`src/rtl/regbank_bist_pkg.sv`:
```
// rtl/regbank_bist_pkg.sv - shared constants, state encoding and pattern function for regbank_bist
//
// Contents:
//   NREG, AW, DW, PAT_MUL  sweep geometry and pattern multiplier
//   state_t                sweep sequencer states
//   pat(k, inv)            expected register content: (k*PAT_MUL) mod 2^DW, optionally inverted
package regbank_bist_pkg;

  localparam int NREG    = 32;
  localparam int AW      = 5;
  localparam int DW      = 32;
  localparam int PAT_MUL = 10;

  typedef enum logic [2:0] {
    IDLE  = 3'd0,
    WRITE = 3'd1,
    READ  = 3'd2,
    FLUSH = 3'd3,
    DONE  = 3'd4
  } state_t;

  function automatic logic [DW-1:0] pat(input logic [AW-1:0] k, input logic inv);
    logic [DW-1:0] p;
    p = DW'(k) * DW'(PAT_MUL);
    return inv ? ~p : p;
  endfunction

endpackage

```
`src/rtl/regbank_bist_if.sv`:
```
// rtl/regbank_bist_if.sv - register-file pin bundle between regbank_bist and regbank_v4
//
// Signals:
//   sr1, sr2         read addresses (BIST -> regfile)
//   dr               write address  (BIST -> regfile)
//   wrData           write data     (BIST -> regfile)
//   write            write enable   (BIST -> regfile)
//   rdData1, rdData2 read data, combinational from sr1/sr2 (regfile -> BIST)
// Modports: master = BIST side, slave = register file side.
interface regbank_bist_if;
  import regbank_bist_pkg::*;

  logic [AW-1:0] sr1;
  logic [AW-1:0] sr2;
  logic [AW-1:0] dr;
  logic [DW-1:0] wrData;
  logic          write;
  logic [DW-1:0] rdData1;
  logic [DW-1:0] rdData2;

  modport master (
    output sr1, sr2, dr, wrData, write,
    input  rdData1, rdData2
  );

  modport slave (
    input  sr1, sr2, dr, wrData, write,
    output rdData1, rdData2
  );

endinterface

```
`src/rtl/regbank_bist_cmp.sv`:
```
// rtl/regbank_bist_cmp.sv - dual read-data comparator, saturating error count, first-error latch
//
// Ports:
//   clk, reset           clock; asynchronous active-low reset
//   clear                zero the accumulated results (accepted start)
//   valid                addr1/addr2 hold a pair whose read data is on rd1/rd2 this cycle
//   inv                  compare against the inverted pattern
//   addr1, addr2         addresses currently presented on sr1/sr2
//   rd1, rd2             register read data
//   err_count            mismatching reads, saturating at 127
//   first_err_addr       address of the first mismatch, 0 if none
module regbank_bist_cmp
  import regbank_bist_pkg::*;
(
  input  logic          clk,
  input  logic          reset,
  input  logic          clear,
  input  logic          valid,
  input  logic          inv,
  input  logic [AW-1:0] addr1,
  input  logic [AW-1:0] addr2,
  input  logic [DW-1:0] rd1,
  input  logic [DW-1:0] rd2,
  output logic [6:0]    err_count,
  output logic [AW-1:0] first_err_addr
);

  logic       miss1;
  logic       miss2;
  logic [7:0] sum;

  always_comb begin
    miss1 = valid && (rd1 != pat(addr1, inv));
    miss2 = valid && (rd2 != pat(addr2, inv));
    sum   = {1'b0, err_count} + {7'd0, miss1} + {7'd0, miss2};
  end

  always_ff @(posedge clk or negedge reset) begin
    if (!reset) begin
      err_count      <= '0;
      first_err_addr <= '0;
    end else if (clear) begin
      err_count      <= '0;
      first_err_addr <= '0;
    end else begin
      // sum tops out at 129, so bit 7 set means the 7-bit count overflowed
      err_count <= sum[7] ? 7'd127 : sum[6:0];
      // a zero count means nothing has been latched yet; the count never returns to zero
      // without a clear, so only the first mismatching cycle loads the address
      if (err_count == 7'd0 && (miss1 || miss2))
        first_err_addr <= miss1 ? addr1 : addr2;
    end
  end

endmodule

```
`src/rtl/regbank_bist.sv`:
```
// rtl/regbank_bist.sv - write/readback self-test initiator for the regbank_v4 register file
//
// Ports:
//   clk             clock
//   reset           asynchronous active-low reset
//   start           1-cycle request, honoured only in IDLE/DONE
//   busy            sweep in progress (WRITE/READ/FLUSH)
//   done            sticky end-of-test, high only in DONE
//   pass            done with zero errors
//   err_count       mismatching register reads, saturating at 127
//   first_err_addr  first mismatching address, 0 if none
//   rb              register-file pins (master side of regbank_bist_if)
// Optional feature: REGBANK_BIST_INV_PASS_EN adds a second sweep with the inverted pattern.
module regbank_bist
  import regbank_bist_pkg::*;
(
  input  logic           clk,
  input  logic           reset,
  input  logic           start,
  output logic           busy,
  output logic           done,
  output logic           pass,
  output logic [6:0]     err_count,
  output logic [AW-1:0]  first_err_addr,
  regbank_bist_if.master rb
);

  state_t        state_q, state_d;
  logic [AW-1:0] cnt_q, cnt_d;
  logic          inv_q, inv_d;
  logic          clr;

  // Read pipeline: the pair addressed by cnt in READ is registered here and driven onto
  // sr1/sr2, so the combinational read data and the compare addresses stay aligned.
  logic [AW-1:0] rd_addr1_q;
  logic [AW-1:0] rd_addr2_q;
  logic          rd_valid_q;

  always_ff @(posedge clk or negedge reset) begin
    if (!reset) begin
      state_q    <= IDLE;
      cnt_q      <= '0;
      inv_q      <= 1'b0;
      rd_addr1_q <= '0;
      rd_addr2_q <= '0;
      rd_valid_q <= 1'b0;
    end else begin
      state_q <= state_d;
      cnt_q   <= cnt_d;
      inv_q   <= inv_d;
      if (state_q == READ) begin
        rd_addr1_q <= {cnt_q[AW-2:0], 1'b0};
        rd_addr2_q <= {cnt_q[AW-2:0], 1'b1};
        rd_valid_q <= 1'b1;
      end else begin
        rd_addr1_q <= '0;
        rd_addr2_q <= '0;
        rd_valid_q <= 1'b0;
      end
    end
  end

  always_comb begin
    state_d = state_q;
    cnt_d   = cnt_q;
    inv_d   = inv_q;
    clr     = 1'b0;
    case (state_q)
      IDLE, DONE: begin
        if (start) begin
          state_d = WRITE;
          cnt_d   = '0;
          inv_d   = 1'b0;
          clr     = 1'b1;
        end
      end
      WRITE: begin
        if (cnt_q == AW'(NREG - 1)) begin
          state_d = READ;
          cnt_d   = '0;
        end else begin
          cnt_d = cnt_q + 1'b1;
        end
      end
      READ: begin
        if (cnt_q == AW'(NREG / 2 - 1)) begin
          state_d = FLUSH;
          cnt_d   = '0;
        end else begin
          cnt_d = cnt_q + 1'b1;
        end
      end
      FLUSH: begin
`ifdef REGBANK_BIST_INV_PASS_EN
        if (!inv_q) begin
          state_d = WRITE;
          cnt_d   = '0;
          inv_d   = 1'b1;
        end else begin
          state_d = DONE;
        end
`else
        state_d = DONE;
`endif
      end
      default: state_d = IDLE;
    endcase
  end

  // Write-port drive is decoded from the state register so reset forces it low at once
  always_comb begin
    rb.write  = (state_q == WRITE);
    rb.dr     = rb.write ? cnt_q : '0;
    rb.wrData = rb.write ? pat(cnt_q, inv_q) : '0;
    rb.sr1    = rd_addr1_q;
    rb.sr2    = rd_addr2_q;
  end

  regbank_bist_cmp u_cmp (
    .clk            (clk),
    .reset          (reset),
    .clear          (clr),
    .valid          (rd_valid_q),
    .inv            (inv_q),
    .addr1          (rd_addr1_q),
    .addr2          (rd_addr2_q),
    .rd1            (rb.rdData1),
    .rd2            (rb.rdData2),
    .err_count      (err_count),
    .first_err_addr (first_err_addr)
  );

  always_comb begin
    busy = (state_q == WRITE) || (state_q == READ) || (state_q == FLUSH);
    done = (state_q == DONE);
    pass = done && (err_count == 7'd0);
  end

endmodule

```
`src/flat_wrapper.sv`:
```
// flat-port wrapper written by rule: the top's interface ports become plain ports
module regbank_bist_flat import regbank_bist_pkg::*;
  (clk, reset, start, busy, done, pass, err_count, first_err_addr, rb_sr1, rb_sr2, rb_dr, rb_wrData, rb_write, rb_rdData1, rb_rdData2);
  regbank_bist_if rb_i ();
  input  logic clk;
  input  logic reset;
  input  logic start;
  output logic busy;
  output logic done;
  output logic pass;
  output logic [6:0] err_count;
  output logic [AW-1:0] first_err_addr;
  output wire logic [$bits(rb_i.sr1)-1:0] rb_sr1;
  output wire logic [$bits(rb_i.sr2)-1:0] rb_sr2;
  output wire logic [$bits(rb_i.dr)-1:0] rb_dr;
  output wire logic [$bits(rb_i.wrData)-1:0] rb_wrData;
  output wire logic [$bits(rb_i.write)-1:0] rb_write;
  input wire logic [$bits(rb_i.rdData1)-1:0] rb_rdData1;
  input wire logic [$bits(rb_i.rdData2)-1:0] rb_rdData2;
  assign rb_sr1 = rb_i.sr1;
  assign rb_sr2 = rb_i.sr2;
  assign rb_dr = rb_i.dr;
  assign rb_wrData = rb_i.wrData;
  assign rb_write = rb_i.write;
  assign rb_i.rdData1 = rb_rdData1;
  assign rb_i.rdData2 = rb_rdData2;
  regbank_bist u_core (.clk(clk), .reset(reset), .start(start), .busy(busy), .done(done), .pass(pass), .err_count(err_count), .first_err_addr(first_err_addr), .rb(rb_i));
endmodule
```
`config.mk`:
```
export PLATFORM = sky130hd
export DESIGN_NAME = regbank_bist_flat
export DESIGN_NICKNAME = d
export VERILOG_FILES = /design/src/rtl/regbank_bist_pkg.sv /design/src/rtl/regbank_bist_if.sv /design/src/rtl/regbank_bist_cmp.sv /design/src/rtl/regbank_bist.sv /design/src/flat_wrapper.sv
export SDC_FILE = /design/constraint.sdc
export NUM_CORES = 1
export LEC_CHECK = 0
export CAP_MARGIN = 15
export CORE_UTILIZATION = 41
export CTS_CLUSTER_SIZE = 40
export DETAILED_ROUTE_END_ITERATION = 16
export PLACE_DENSITY = 0.87
export SYNTH_ARGS = -nofsm -noshare
export SYNTH_HDL_FRONTEND = slang
export SYNTH_SLANG_ARGS = --single-unit
```
`constraint.sdc`:
```
create_clock -name clk -period 11.05 [get_ports clk]
set_input_delay 1.105 -clock clk [delete_from_list [all_inputs] [get_ports clk]]
set_output_delay 1.105 -clock clk [all_outputs]
set_load 0.03 [all_outputs]
```
; Word-level counts from Yosys, hierarchy flattened
; Index checks and enable logic that the tools add are counted.
[word_totals]
n_memories = 0
in_bits = 67
regBits = 31
output_inout_bits = 63
latch_bits = 0
mem_bits_ro = 0
ramBits = 0
[classes]
muxes = 20
n_shift = 0
reduce_logical = 14
addsub = 3
n_eq_ne = 11
order_cmp = 0
multipliers = 3
bitwise_logic = 0
div = 0
[op_table]
columns = cell, count
row1 = inequality test 32 x 9 -> 1 bit, 2
row2 = 2-to-1 mux 5 bit, 9
row3 = "multiplier 5 x 3 -> 8 bit, second input constant", 3
row4 = one-hot mux 5 bit (3 select lines), 1
row5 = 2-to-1 mux 7 bit, 2
row6 = one-hot mux 3 bit (4 select lines), 1
row7 = 2-to-1 mux 3 bit, 3
row8 = 2-to-1 mux 9 bit, 1
row9 = adder 7 x 1 -> 8 bit, 1
row10 = adder 8 x 1 -> 8 bit, 1
row11 = zero test 7 bit, 1
row12 = "equality test 3 x 2 -> 1 bit, second input constant", 2
row13 = "adder 5 x 1 -> 5 bit, second input constant", 1
row14 = "equality test 5 x 4 -> 1 bit, second input constant", 1
row15 = "equality test 5 bit, second input constant", 1
row16 = logical AND 1 bit, 4
row17 = "inequality test 2 x 1 -> 1 bit, second input constant", 2
row18 = "equality test 3 x 1 -> 1 bit, second input constant", 1
row19 = "equality test 3 bit, second input constant", 1
row20 = zero test 3 bit, 1
row21 = logical OR 1 bit, 3
row22 = 2-to-1 mux 1 bit, 3
row23 = AND reduction 3 bit, 1
row24 = nonzero test 3 bit, 1
row25 = other kinds (4), 4

; Longest topological paths before layout
[depth]
ltp_word = 7
ltp_mapped = 15

; Cells and area by module
; From an unflattened synthesis, not the netlist that was laid out.
[unflattened]
cells_unflattened = 312
hier_area_um2 = 2763.9
[modules_own_cells]
columns = mod, cells_each, area_each_um2, instances
row1 = regbank_bist_cmp, 187, 1577.8, 1
row2 = regbank_bist, 125, 1186.1, 1

; Worst setup path before layout
; No wires, ideal clock.
[synth_timing]
path_type = reg-to-reg
start = register u_core.rd_addr1_q[4], in the netlist u_core.rb.sr1[4]
end = register u_core.u_cmp.err_count[4]
t_arrival_ps = 3583
path_buffers = 0
t_required_ps = 10922
setup_time_ps = 128
synth_period_minus_slack_ps = 3711
setup_slack_ps = 7339
stages_incl_launch_ff = 15
cell_sequence = dfrtp_1 > ha_1 > ha_1 > inv_1 > fa_1 > xnor2_1 > nor2_1 > nand4_1 > or4_1 > and2_1 > fa_1 > ha_1 > nand3_1 > xor2_1 > a21oi_1
[synth_via]
elab_chain_cells = 7
[synth_rtl]
columns = element, line
row1 = from (decl), regbank_bist.sv:35  ; logic [AW-1:0] rd_addr1_q;
row2 = from (signal assigned), regbank_bist.sv:52  ; rd_addr1_q <= {cnt_q[AW-2:0], 1'b0};
row3 = multiplier 5 x 3 -> 8 bit, regbank_bist_pkg.sv:24  ; p = DW'(k) * DW'(PAT_MUL);
row4 = inequality test 32 x 9 -> 1 bit, regbank_bist_cmp.sv:33  ; miss1 = valid && (rd1 != pat(addr1, inv));
row5 = logical AND 1 bit, regbank_bist_cmp.sv:33
row6 = adder 7 x 1 -> 8 bit, regbank_bist_cmp.sv:35  ; sum = {1'b0, err_count} + {7'd0, miss1} + {7'd0, miss2};
row7 = adder 8 x 1 -> 8 bit, regbank_bist_cmp.sv:35
row8 = 2-to-1 mux 7 bit, regbank_bist_cmp.sv:47  ; err_count <= sum[7] ? 7'd127 : sum[6:0];
row9 = 2-to-1 mux 7 bit, regbank_bist_cmp.sv:42  ; end else if (clear) begin
row10 = to (signal assigned), regbank_bist_cmp.sv:47
row11 = to (decl), regbank_bist_cmp.sv:24  ; output logic [6:0] err_count,
; Every way passes these cells.
; A chain may end at the register's enable or synchronous reset.

; Worst setup path in the final report
; Ends and elaborated chain as after synthesis.

==> out/results.ini <==
[critical_path]
critPathMaxFanout = 8
criticalPathCategory = reg2reg
reg2reg_slack_ns = 7.18
cp.required_ns = 11.20
end_kind = flop
critPathLaunchType = flop
cp.arrival_ns = 4.01

[synthesis]
async_flop_share_pct = 100
syn_avg_cell_area_um2 = 8.82
ys_seq_area_share_pct = 28.7
syn-cell-area_mm2 = 0.00218
synth_edf_count = 0
synth_common_cells = buf_4, dfrtp_1, nor2_1
syn_inst = 247
yosysMostFrequentCell = buf_4
ys_ff_latch = 25
synth_top_area_share_pct = 28.7
synth_top_area_cell = dfrtp_1
synth.area.top_cells = dfrtp_1, buf_4, ha_1
ys_warn_count = 0
synth.distinct_cells = 39
dominantRegCellSynth = dfrtp_1

[cells_and_area]
syn2layout_area_growth_pct = 47.9
final_nets = 435
final_core_util_pct = 63.1
final_layout_size_suffix_gt1_share_pct = 3.47
num_antenna_cells = 0
fill_cells = 437
fin_area_mm2 = 0.00322

[timing]
final-hold-violation-count = 0
hold_slack_ns = 0.533
skew_ns = 0.00413
final.period_utilization_pct = 35.0
fin_crit_ns = 3.87
setup_tns_ns = 0
rsz0062_at_grt = false
setup_violations = 0
final_max_slew_viol_count = 0
max_freq_mhz = 259

[placed_design]
place_area_mm2 = 0.00315
gp_congestion = 0.876
port_buffers = 104
dp_hpwl_um = 4510

[routing]
drt_iter0_markers = 58
routed_via_density = 4.85
num_vias = 2018
ant_nets = 0
drcViolationCount = 0
routed_wl_um = 5390
dr.pass1.iters = 4
wire_per_inst_um = 13.0

[power_and_ir_drop]
pwr_density_cell_mw_per_mm2 = 147
peakVddDrop_v = 0.000198
leakage_nw = 1.38
power_uw = 473

[global_route]
grt-ovfl-total = 0
antenna_found_initial = 0
grt_usage_pct = 18.7
grt_pass1_vias = 1875
grt_max_degree = 26
grt_use_met3_pct = 3.08
grt.met2_usage_pct = 35.0
grt_pass1_wl_um = 8020
grt.busiest_layer = met2
grt_use_met1_pct = 21.1

[clocking]
post_cts_resize_count = 0
root_buffer = clkbuf_8
cts_tree = built
post-cts-setup-buffer-count = 0
cts.htree.levels = 1
holdBufCountCts = 0
clockBufferDepth = 2
clk_latency_ns = 0.26
clock_sinks = 25
numCtsBuffers = 3
clk_pin_slew_ns = 0.08

[floorplan]
dieArea_mm2 = 0.00561
ioPinCount = 130
core-area_mm2 = 0.00511
die_h_um = 74.9
start_util_pct = 42.7
rows = 26
dieWidth_um = 74.9

[run]
cap_viol_max_count = 0

[status]
outcome = finished clean

[hold_path]
hp-class = reg2reg

## logic make-up (layout without fill, tap and decap cells)
logic type	after synthesis	after routing	share of synthesized area, %
compound gates	28	28	8.27
xor+xnor	23	23	10.1
fa+ha+maj	21	21	13.4
buf+inv	50	125	14.1
flops	25	25	28.7
mux	5	5	2.35
other cells	1	25	0.172
simple gates	94	94	22.8
## worst max-delay path: stages, from the launching register on
cell	delay, ns
dfrtp_1	0.53
ha_1	0.31
ha_1	0.22
inv_1	0.07
fa_1	0.42
xnor2_1	0.14
nor2_1	0.17
nand4_1	0.10
or4_1	0.55
and2_1	0.20
fa_1	0.41
ha_1	0.24
nand3_1	0.14
xor2_1	0.18
a21oi_1	0.09
## cells in the final DEF, fill, tap and decap left out, types with 2 or more instances in the layout
cell | synthesis | routed
nand2_1 | 18 | 18
and2_1 | 9 | 9
ha_1 | 17 | 17
o21ai_0 | 6 | 6
clkbuf_8 | 0 | 3
o22ai_1 | 2 | 2
and3_1 | 7 | 7
nand2b_1 | 2 | 2
inv_1 | 14 | 14
dfrtp_1 | 25 | 25
nand4_1 | 6 | 6
a21o_1 | 2 | 2
a31oi_1 | 2 | 2
nand3_1 | 10 | 10
conb_1 | 1 | 25
fa_1 | 4 | 4
nor2b_1 | 3 | 3
or4_1 | 3 | 3
xnor2_1 | 14 | 14
or4_4 | 2 | 2
nor2_1 | 20 | 20
inv_2 | 2 | 2
nor4_1 | 11 | 11
o21ai_1 | 2 | 2
clkdlybuf4s50_1 | 0 | 104
xor2_1 | 8 | 8
mux2i_1 | 4 | 4
a21oi_1 | 8 | 8
## metal layers
metal | wire length (µm) | part of all wire, %
met1 | 2120 | 39
met2 | 2690 | 50
met3 | 513 | 9.5
met4 | 65 | 1.2
met5 | 0 | 0
## stage by stage
step / setup WS [ns] / instances
detailed placement: 6.97 / 411
CTS: 7.11 / 415
floorplan: 7.34 / 271
global placement: 7.04 / 411
finish: 7.18 / 416
global route: 6.92 / 416
## report_power, final
part           internal, mW  switching, mW  total, mW
clock                0.0257         0.0259     0.0517
sequential            0.103         0.0213      0.124
combinational         0.133          0.164      0.298
total                 0.262          0.212      0.473
## sequential cells by signal, indices dropped and copies added, names as in the netlist
signal and count:
u_core.rb.sr1 1, u_core.u_cmp.first_err_addr 5, u_core.state_q 3, u_core.rb.sr2 4, u_core.cnt_q 5, u_core.u_cmp.err_count 7
## final timing paths
kind | start | to | cells after the start
setup / recovery | u_core.rb.sr1[4] | u_core.u_cmp.err_count[4] | 14
max in group asynchronous | reset | u_core.cnt_q[2] | 2
hold reg to reg | u_core.state_q[2] | u_core.state_q[1] | 1
hold / removal | u_core.state_q[2] | u_core.state_q[1] | 1
min in group asynchronous | reset | u_core.u_cmp.err_count[4] | 1
setup reg to reg | u_core.rb.sr1[4] | u_core.u_cmp.err_count[4] | 14
## final cells by class
| class | instances | area, µm² | area share (%) |
|---|---|---|---|
| repair buffers | 105 | 1070 | 33.2 |
| multi-input cells | 196 | 1340 | 41.5 |
| well taps | 70 | 87.6 | 2.72 |
| flip-flops and latches | 25 | 626 | 19.4 |
| clock buffers | 4 | 45.0 | 1.40 |
| inverters | 16 | 60.1 | 1.86 |
Note: power is estimated with default switching activity, not from simulation.
